### config.mk
export PLATFORM = sky130hd
export DESIGN_NAME = wb_slave_flat
export DESIGN_NICKNAME = d
export VERILOG_FILES = /design/src/rtl/wb_slave_if.sv /design/src/rtl/wb_slave.sv /design/src/flat_wrapper.sv
export SDC_FILE = /design/constraint.sdc
export NUM_CORES = 1
export LEC_CHECK = 0
export ABC_AREA = 1
export BUFFER_PORTS_ARGS = -buffer_cell sky130_fd_sc_hd__buf_2
export CAP_MARGIN = 30
export CORE_UTILIZATION = 40
export CTS_BUF_LIST = sky130_fd_sc_hd__clkbuf_8
export DETAILED_ROUTE_END_ITERATION = 10
export GPL_TIMING_DRIVEN = 0
export MAX_ROUTING_LAYER = met4
export REMOVE_ABC_BUFFERS = 1
export SLEW_MARGIN = 25
export SYNTH_ARGS = -nofsm -noshare
export SYNTH_HDL_FRONTEND = slang
export SYNTH_SLANG_ARGS = --single-unit
### constraint.sdc
create_clock -name clk_i -period 16.1 [get_ports clk_i]
set_input_delay 1.61 -clock clk_i [delete_from_list [all_inputs] [get_ports clk_i]]
set_output_delay 1.61 -clock clk_i [all_outputs]
set_load 0.005 [all_outputs]
### src/rtl/wb_slave_if.sv
// Wishbone B4 pipelined bus bundle between one master and the wb_slave register file.
interface wb_slave_if #(
  parameter int unsigned ADDR_WIDTH = 16,
  parameter int unsigned DATA_WIDTH = 32,
  parameter int unsigned GRANULE    = 8
);
  localparam int unsigned SEL_WIDTH = DATA_WIDTH / GRANULE;

  logic [ADDR_WIDTH-1:0] adr_i;
  logic [DATA_WIDTH-1:0] dat_i;
  logic [DATA_WIDTH-1:0] dat_o;
  logic [SEL_WIDTH-1:0]  sel_i;
  logic                  we_i;
  logic                  stb_i;
  logic                  cyc_i;
  logic                  ack_o;
  logic                  err_o;
  logic                  stall_o;

  modport master (
    output adr_i, dat_i, sel_i, we_i, stb_i, cyc_i,
    input  dat_o, ack_o, err_o, stall_o
  );

  modport slave (
    input  adr_i, dat_i, sel_i, we_i, stb_i, cyc_i,
    output dat_o, ack_o, err_o, stall_o
  );
endinterface

### src/rtl/wb_slave.sv
// Wishbone B4 pipelined slave over a REGISTER_NUM x DATA_WIDTH register file, single-cycle latency.
// Define WB_SLAVE_ERR_EN to answer out-of-range addresses with err_o instead of ack_o.
module wb_slave #(
  parameter int unsigned ADDR_WIDTH   = 16,
  parameter int unsigned DATA_WIDTH   = 32,
  parameter int unsigned GRANULE      = 8,
  parameter int unsigned REGISTER_NUM = 16
) (
  input logic        clk_i,
  input logic        rst_i,
  wb_slave_if.slave  bus
);
  localparam int unsigned SEL_WIDTH = DATA_WIDTH / GRANULE;
  localparam int unsigned IDX_LOG   = $clog2(REGISTER_NUM);
  localparam int unsigned IDX_W     = (IDX_LOG == 0) ? 1 : IDX_LOG;

  logic [DATA_WIDTH-1:0] regs_q [REGISTER_NUM];
  logic [DATA_WIDTH-1:0] regs_d [REGISTER_NUM];
  logic [DATA_WIDTH-1:0] dat_q, dat_d;
  logic                  ack_q, ack_d;
  logic                  stall_q, stall_d;
`ifdef WB_SLAVE_ERR_EN
  logic                  err_q, err_d;
`endif

  logic             accept;
  logic             addr_valid;
  logic [IDX_W-1:0] idx;

  assign accept     = bus.cyc_i & bus.stb_i & ~stall_q;
  assign addr_valid = (bus.adr_i >> IDX_LOG) == '0;
  assign idx        = IDX_W'(bus.adr_i);

  // Request decode: register file update, read data capture and response flags.
  always_comb begin
    regs_d  = regs_q;
    dat_d   = dat_q;
    ack_d   = 1'b0;
    stall_d = 1'b0;
`ifdef WB_SLAVE_ERR_EN
    err_d   = 1'b0;
`endif
    if (accept) begin
      if (addr_valid) begin
        ack_d = 1'b1;
        if (bus.we_i) begin
          for (int k = 0; k < int'(SEL_WIDTH); k++) begin
            if (bus.sel_i[k]) begin
              regs_d[idx][k*GRANULE +: GRANULE] = bus.dat_i[k*GRANULE +: GRANULE];
            end
          end
        end else begin
          dat_d = regs_q[idx];
        end
      end else begin
`ifdef WB_SLAVE_ERR_EN
        err_d = 1'b1;
`else
        ack_d = 1'b1;
        if (!bus.we_i) begin
          dat_d = '0;
        end
`endif
      end
    end
  end

  // stall_q leaves reset high so the first edge after release accepts nothing.
  always_ff @(posedge clk_i or posedge rst_i) begin
    if (rst_i) begin
      for (int i = 0; i < int'(REGISTER_NUM); i++) begin
        regs_q[i] <= '0;
      end
      dat_q   <= '0;
      ack_q   <= 1'b0;
      stall_q <= 1'b1;
    end else begin
      regs_q  <= regs_d;
      dat_q   <= dat_d;
      ack_q   <= ack_d;
      stall_q <= stall_d;
    end
  end

  assign bus.dat_o   = dat_q;
  assign bus.stall_o = stall_q;
  // A master abandoning the cycle takes the pending response with it.
  assign bus.ack_o   = ack_q & bus.cyc_i;

`ifdef WB_SLAVE_ERR_EN
  always_ff @(posedge clk_i or posedge rst_i) begin
    if (rst_i) begin
      err_q <= 1'b0;
    end else begin
      err_q <= err_d;
    end
  end

  assign bus.err_o = err_q & bus.cyc_i;
`else
  assign bus.err_o = 1'b0;
`endif
endmodule

### src/flat_wrapper.sv
// flat-port wrapper written by rule: the top's interface ports become plain ports
module wb_slave_flat 
#(
  parameter int unsigned ADDR_WIDTH   = 16,
  parameter int unsigned DATA_WIDTH   = 32,
  parameter int unsigned GRANULE      = 8,
  parameter int unsigned REGISTER_NUM = 16
)
  (clk_i, rst_i, bus_adr_i, bus_dat_i, bus_sel_i, bus_we_i, bus_stb_i, bus_cyc_i, bus_dat_o, bus_ack_o, bus_err_o, bus_stall_o);
  wb_slave_if #(.ADDR_WIDTH(ADDR_WIDTH), .DATA_WIDTH(DATA_WIDTH), .GRANULE(GRANULE)) bus_i ();
  input logic clk_i;
  input logic rst_i;
  input wire logic [$bits(bus_i.adr_i)-1:0] bus_adr_i;
  input wire logic [$bits(bus_i.dat_i)-1:0] bus_dat_i;
  input wire logic [$bits(bus_i.sel_i)-1:0] bus_sel_i;
  input wire logic [$bits(bus_i.we_i)-1:0] bus_we_i;
  input wire logic [$bits(bus_i.stb_i)-1:0] bus_stb_i;
  input wire logic [$bits(bus_i.cyc_i)-1:0] bus_cyc_i;
  output wire logic [$bits(bus_i.dat_o)-1:0] bus_dat_o;
  output wire logic [$bits(bus_i.ack_o)-1:0] bus_ack_o;
  output wire logic [$bits(bus_i.err_o)-1:0] bus_err_o;
  output wire logic [$bits(bus_i.stall_o)-1:0] bus_stall_o;
  assign bus_i.adr_i = bus_adr_i;
  assign bus_i.dat_i = bus_dat_i;
  assign bus_i.sel_i = bus_sel_i;
  assign bus_i.we_i = bus_we_i;
  assign bus_i.stb_i = bus_stb_i;
  assign bus_i.cyc_i = bus_cyc_i;
  assign bus_dat_o = bus_i.dat_o;
  assign bus_ack_o = bus_i.ack_o;
  assign bus_err_o = bus_i.err_o;
  assign bus_stall_o = bus_i.stall_o;
  wb_slave #(.ADDR_WIDTH(ADDR_WIDTH), .DATA_WIDTH(DATA_WIDTH), .GRANULE(GRANULE), .REGISTER_NUM(REGISTER_NUM)) u_core (.clk_i(clk_i), .rst_i(rst_i), .bus(bus_i));
endmodule
==> impl_metrics.yaml, run 1 <==
timing:
  period_needed_ps: 4640
  achievable-frequency_mhz: 216
  min_period_over_period: 0.288
  report.final.hold_viol_count: 0
  grt_setup_unrepaired: "false"
  final.setup.tns_ps: 0
  worst_rel_slew_slack: 0.409
  final.setup_skew_ps: 21.9
  setup_viol_count_final: 0
  tightestPinTransition_ps: 885
  final_number_of_max_transition_violations: 0
layout:
  finalNetCount: 3938
  fin_area_mm2: 0.0310
  drive_above_1_share: 0.0947
  area_growth_pct: 13.8
worst_setup_path:
  crit_required_ps: 16730
  timing.reg2reg.setup_slack_ps: 12990
  crit_path_end_kind: "flip-flop"
  critPathCapture: "u_core.regs_q[322]$_DFFE_PP0P_"
  reg2reg_to: "u_core.regs_q[469]$_DFFE_PP0P_"
  setup.worst_path.start_class: "input pin"
  arrival_time_reported_for_the_critical_path_endpoint_ps: 5270
  critical_path.max_fanout: 95
  reg2regPathDepth: 8
  crit_path_start: "bus_adr_i[0]"
  timing.setup.critical_path_class: "in2reg"
  crit-reg2reg-launch: "u_core.bus.stall_o$_DFF_PP1_"
route:
  met1_length_um: 39000
  route.detailed.wl_per_inst_um: 17.8
  detailroute.wirelength.met3_um: 4440
  wl_um: 85900
  postRouteAntennaNets: 0
  drtPass1Iterations: 5
  via_per_inst: 5.07
  detail_route.drc_violations: 0
  routed.top_layer: "met4"
  detailroute.wirelength.met2_um: 40800
  routed-via-count: 24500
  drt_iter0_markers: 2119
die:
  design.die.area_mm2: 0.0692
  coreArea_mm2: 0.0673
  placementRows: 95
  die_height_um: 263
  die_width_um: 263
  initial_utilization: 0.405
  io-pin-count: 92
placement:
  place.gp.congestion: 0.786
  placement.cell_area_mm2: 0.0290
  dpl.hpwl_um: 49600
  portBuffers: 90
flow_run:
  cap_viol_max_count: 0
power_and_ir_drop:
  totalPowerFinal_uw: 2850
  power.share.clock: 0.463
  internal-power_uw: 2110
  vdd.ir_drop.worst_mv: 0.0698
  share_seq_of_total_power: 0.483
  p_comb_frac: 0.055
  static-leakage-power_uw: 0.0183
  switching_share: 0.258
  net-switching-power_uw: 734
  p_per_area_mw_per_mm2: 91.7
synth:
  synth.ff_latch_count: 546
  synth_cell_type_count: 17
  yosys_warnings: 0
  mean_syn_cell_area_um2: 6.96
  syn_inst: 3919
  synthesis.area_mm2: 0.0273
  sequential_element_share_of_the_synthesized_area: 0.501
clocking:
  clock_latency_on_the_worst_skew_pair_ps: 720
  post-cts-setup-buffers: 0
  cts_sinks: 546
  numCtsBuffers: 99
  cts_tree: "done"
  cts.root.buffer_cell: "sky130_fd_sc_hd__clkbuf_8"
  clkTransAtPathRegs_ps: 60
  htree_num_levels: 3
  hold_buffers: 0
  clock_tree.buffer_depth: 3
  cts-resized-gates: 0
global_routing:
  antenna_violations_before_repair: 2
  grt_pass1_wl_um: 136000
  globalRouteTotalUtil: 0.257
  grt_max_degree: 96
  global_route.overflow_total: 0
  grt_pass1_vias: 23700
worst_hold_path:
  min_path_type: "reg2reg"
run_status:
  run_status: "complete, no violations"
## logic make-up (layout without fill, tap and decap cells)
kind of cell / count (synthesis) / in the layout / share of synthesized area
simple gates: 2540 / 2540 / 0.357
flops: 546 / 546 / 0.501
compound gates: 544 / 544 / 0.0999
buf+inv: 288 / 326 / 0.0413
other cells: 1 / 3 / 0.000138
## cell type report
type / instances / area, um2
Multi-Input combinational cell: 3086 / 12600
Tap cell: 873 / 1090
Clock inverter: 56 / 297
Inverter: 10 / 60.1
Antenna cell: 1 / 2.50
Clock buffer: 122 / 1680
Fill cell: 6994 / 36200
Timing Repair Buffer: 138 / 1640
Sequential cell: 546 / 13700
## sequential cells by signal (all words and copies together), names as in the netlist
signal / count
u_core.bus.dat_o: 32
u_core.regs_q: 512
u_core.bus.stall_o: 1
u_core.ack_q: 1
## cells in the mapped netlist (all sizes together)
library cell / n / area share
conb: 1 / 0.00014
o21ai: 544 / 0.10
nand3b: 1 / 0.00028
inv: 10 / 0.0014
dfrtp: 545 / 0.50
dfstp: 1 / 0.00096
nand4: 4 / 0.0018
buf: 85 / 0.013
clkbuf: 193 / 0.027
and2: 1 / 0.00023
nand2: 2455 / 0.34
nor2: 79 / 0.017
## critical path, cell delays in order
cell	delay [ps]
sky130_fd_sc_hd__buf_8	280
sky130_fd_sc_hd__buf_16	310
sky130_fd_sc_hd__buf_16	320
sky130_fd_sc_hd__inv_8	310
sky130_fd_sc_hd__buf_16	350
sky130_fd_sc_hd__nor2_1	510
sky130_fd_sc_hd__nand2_2	480
sky130_fd_sc_hd__buf_16	320
sky130_fd_sc_hd__nor2_2	410
sky130_fd_sc_hd__nand2_1	100
sky130_fd_sc_hd__nand2_1	90
## placed cells by master (no fill, tap or decap), types with 2 or more instances in the layout
cell type	n
sky130_fd_sc_hd__buf_8	4
sky130_fd_sc_hd__clkinvlp_4	5
sky130_fd_sc_hd__clkinv_2	8
sky130_fd_sc_hd__inv_1	43
sky130_fd_sc_hd__buf_12	14
sky130_fd_sc_hd__dfrtp_1	545
sky130_fd_sc_hd__inv_8	3
sky130_fd_sc_hd__o21ai_1	70
sky130_fd_sc_hd__buf_16	31
sky130_fd_sc_hd__nand4_4	4
sky130_fd_sc_hd__nand2_2	14
sky130_fd_sc_hd__inv_2	4
sky130_fd_sc_hd__nor2_2	66
sky130_fd_sc_hd__nor2_4	4
sky130_fd_sc_hd__buf_2	88
sky130_fd_sc_hd__conb_1	2
sky130_fd_sc_hd__clkbuf_8	122
sky130_fd_sc_hd__nor2_1	9
sky130_fd_sc_hd__o21ai_0	474
sky130_fd_sc_hd__bufinv_16	2
sky130_fd_sc_hd__nand2_4	3
sky130_fd_sc_hd__nand2_1	2438
## metrics by stage
stage / instances / utilization / worst slack (ps) / hold WS, ps
global placement: 4605 / 0.412 / -7920 / 458
detailed placement: 4652 / 0.432 / 10760 / 461
global route: 4832 / 0.461 / 11270 / 487
CTS: 4830 / 0.461 / 11510 / 476
floorplan: 3642 / - / -772 / 451
finish: 4832 / 0.461 / 11460 / 473
## routing by layer
metal  vias up  global-route usage
met3       128              0.0339
met4         0              0.0676
met5         -                   -
met1     11600               0.344
li1      12100                   -
met2       678               0.413
## how the worst min path moves through the flow
stage	to	slack [ps]	from	cells past startpoint
3_3_place_gp	u_core.bus.dat_o[2]$_DFFE_PP0P_	460	u_core.bus.dat_o[2]$_DFFE_PP0P_	2
5_1_grt	u_core.bus.dat_o[20]$_DFFE_PP0P_	490	u_core.bus.dat_o[20]$_DFFE_PP0P_	2
2_1_floorplan	u_core.regs_q[140]$_DFFE_PP0P_	450	u_core.regs_q[140]$_DFFE_PP0P_	2
3_5_place_dp	u_core.bus.dat_o[19]$_DFFE_PP0P_	460	u_core.bus.dat_o[19]$_DFFE_PP0P_	2
4_1_cts	u_core.bus.dat_o[19]$_DFFE_PP0P_	480	u_core.bus.dat_o[19]$_DFFE_PP0P_	2
6_report	u_core.bus.dat_o[20]$_DFFE_PP0P_	470	u_core.bus.dat_o[20]$_DFFE_PP0P_	2
## power by group through the flow
stage | sequential [uW] | combinational (uW) | clock [uW]
floorplan | 1400 | 43.1 | 0
global placement | 1400 | 132 | 0
detailed placement | 1400 | 156 | 0
CTS | 1370 | 156 | 1340
global route | 1370 | 165 | 1400
finish | 1370 | 155 | 1320
Note: power is estimated with default switching activity, not from simulation.
==> inputs of run 2 (changes only) <==
clock period = 4.6 ns   (was 16.1 ns; I/O delays follow)
==> run 2 against run 1 <==
Critical path depth is the same. Flip-flop and latch count is the same. Via count is essentially flat. Sequential power grew to 3.5 times the previous value. Total power grew to 3.5 times the previous value. Design area is essentially flat.
==> impl_metrics.yaml, run 2 (same netlist as run 1, synthesis figures left out) <==
route:
  drtPass1Iterations: 7
  postRouteAntennaNets: 0
  wl_um: 86000
  drt_iter0_markers: 2138
  detail_route.drc_violations: 0
  route.detailed.wl_per_inst_um: 17.8
  routed-via-count: 24500
  via_per_inst: 5.07
worst_setup_path:
  crit_path_top_delay_cell: "sky130_fd_sc_hd__nor2_1"
  timing.setup.critical_path_class: "in2reg"
  setup.worst_path.start_class: "input pin"
  critical-path-top-delay-family: "buffers and inverters"
  crit_required_ps: 5230
  critical_path.max_fanout: 95
  arrival_time_reported_for_the_critical_path_endpoint_ps: 4090
  crit_chain: "buf_8 > buf_16 > buf_16 > inv_8 > buf_16 > nor2_1 > nand2_2 > buf_16 > nor2_2 > nand2_1 > nand2_1"
  path_common_cell: "sky130_fd_sc_hd__buf_16"
  critical-path-max-stage-delay_ps: 490
  crit_path_end_kind: "flip-flop"
  critPathBufInv: 6
clocking:
  post-cts-setup-buffers: 0
  clock_latency_on_the_worst_skew_pair_ps: 710
  clock_tree.buffer_depth: 3
  cts_tree: "done"
  cts-resized-gates: 0
  htree_num_levels: 3
  hold_buffers: 1
  cts_sinks: 546
  numCtsBuffers: 99
  cts.root.buffer_cell: "sky130_fd_sc_hd__clkbuf_8"
  clkTransAtPathRegs_ps: 60
timing:
  min_period_over_period: 0.753
  hold-worst-slack_ps: 174
  final_number_of_max_transition_violations: 0
  setup_viol_count_final: 0
  tightestPinTransition_ps: 883
  worst_rel_slew_slack: 0.411
  final.setup_skew_ps: 20.7
  achievable-frequency_mhz: 289
  report.final.hold_viol_count: 0
  period_needed_ps: 3460
  grt_setup_unrepaired: "false"
layout:
  largest_register_ff_count: 512
  layoutNonFillerInstCount: 4833
  final_common_cell: "sky130_fd_sc_hd__nand2_1"
  final.fill_count: 6994
  area_growth_pct: 13.9
  finalNetCount: 3939
  drive_above_1_share: 0.0947
  mostFrequentLayoutCells: "2,438 x sky130_fd_sc_hd__nand2_1, 545 x sky130_fd_sc_hd__dfrtp_1, 474 x sky130_fd_sc_hd__o21ai_0"
  multi_input_area_mm2: 0.0126
  max_flop_register: "u_core.regs_q"
  seqCellArea_mm2: 0.0137
global_routing:
  grt_max_degree: 96
  global_route.overflow_total: 0
  grt_pass1_wl_um: 136000
  antenna_violations_before_repair: 2
  globalRouteTotalUtil: 0.257
  grt_pass1_vias: 23700
die:
  die_width_um: 263
  die_height_um: 263
  io-pin-count: 92
  placementRows: 95
  design.die.area_mm2: 0.0692
  initial_utilization: 0.405
  coreArea_mm2: 0.0673
placement:
  placed_cells_incl_taps: 4652
  dpl.hpwl_um: 49600
  place.gp.congestion: 0.786
  portBuffers: 90
power_and_ir_drop:
  p_per_area_mw_per_mm2: 321
  static-leakage-power_uw: 0.0183
  vdd.ir_drop.worst_mv: 0.244
worst_hold_path:
  min_path_type: "in2reg"
flow_run:
  cap_viol_max_count: 0
run_status:
  run_status: "complete, no violations"
[run 2: cell types whose count changed in the layout (fill, tap and decap cells not counted), sizes merged]
cell,delta
dlygate4sd3,+1
[run 2: final timing paths]
kind	start	end	slack, ps	cells after the start
setup / recovery	bus_adr_i[0]	u_core.regs_q[322]$_DFFE_PP0P_	1140	11
min in group asynchronous	rst_i	u_core.regs_q[197]$_DFFE_PP0P_	290	3
hold / removal	bus_dat_i[28]	u_core.regs_q[28]$_DFFE_PP0P_	170	3
setup reg to reg	u_core.bus.stall_o$_DFF_PP1_	u_core.regs_q[371]$_DFFE_PP0P_	1470	8
max in group asynchronous	rst_i	u_core.regs_q[312]$_DFFE_PP0P_	2870	6
hold reg to reg	u_core.bus.dat_o[20]$_DFFE_PP0P_	u_core.bus.dat_o[20]$_DFFE_PP0P_	470	2
[run 2: area by class of cell]
| class | count | share of cell area |
|---|---|---|
| Antenna cell | 1 | 0.0000806 |
| Inverter | 10 | 0.00193 |
| Clock inverter | 56 | 0.00955 |
| Clock buffer | 122 | 0.0541 |
| Timing Repair Buffer | 139 | 0.0532 |
| Multi-Input combinational cell | 3086 | 0.406 |
| Tap cell | 873 | 0.0352 |
| Sequential cell | 546 | 0.440 |
[run 2: routing by layer]
| metal | vias to the layer above | track usage | wire (um) |
|---|---|---|---|
| met4 | 0 | 0.0676 | 1740 |
| met3 | 135 | 0.0339 | 4450 |
| met2 | 659 | 0.413 | 40700 |
| met1 | 11600 | 0.344 | 39100 |
| met5 | - | - | 0 |
| li1 | 12100 | - | - |
[run 2: power by group]
group | leakage (uW) | switching, uW | total, uW | internal (uW)
combinational | 0.00948 | 453 | 544 | 91.3
sequential | 0.00763 | 0.461 | 4810 | 4810
clock | 0.00116 | 2120 | 4610 | 2490
total | 0.0183 | 2570 | 9960 | 7390
[run 2: tightest hold or removal path, delay by kind of cell]
family | cells | cell delay, ps
buf+inv | 1 | 230
simple gates | 2 | 160
[run 2: stage by stage]
step                setup WS [ps]  setup TNS [ps]  instance area (um2)  power, uW  utilization
global route                  918               0                31000      10300        0.461
finish                       1140               0                31000       9960        0.461
floorplan                  -11120        -6068270                26200       5050            -
global placement           -18270               -                27700       5360        0.412
CTS                          1160               0                31000      10100        0.461
detailed placement            412               0                29000       5440        0.432
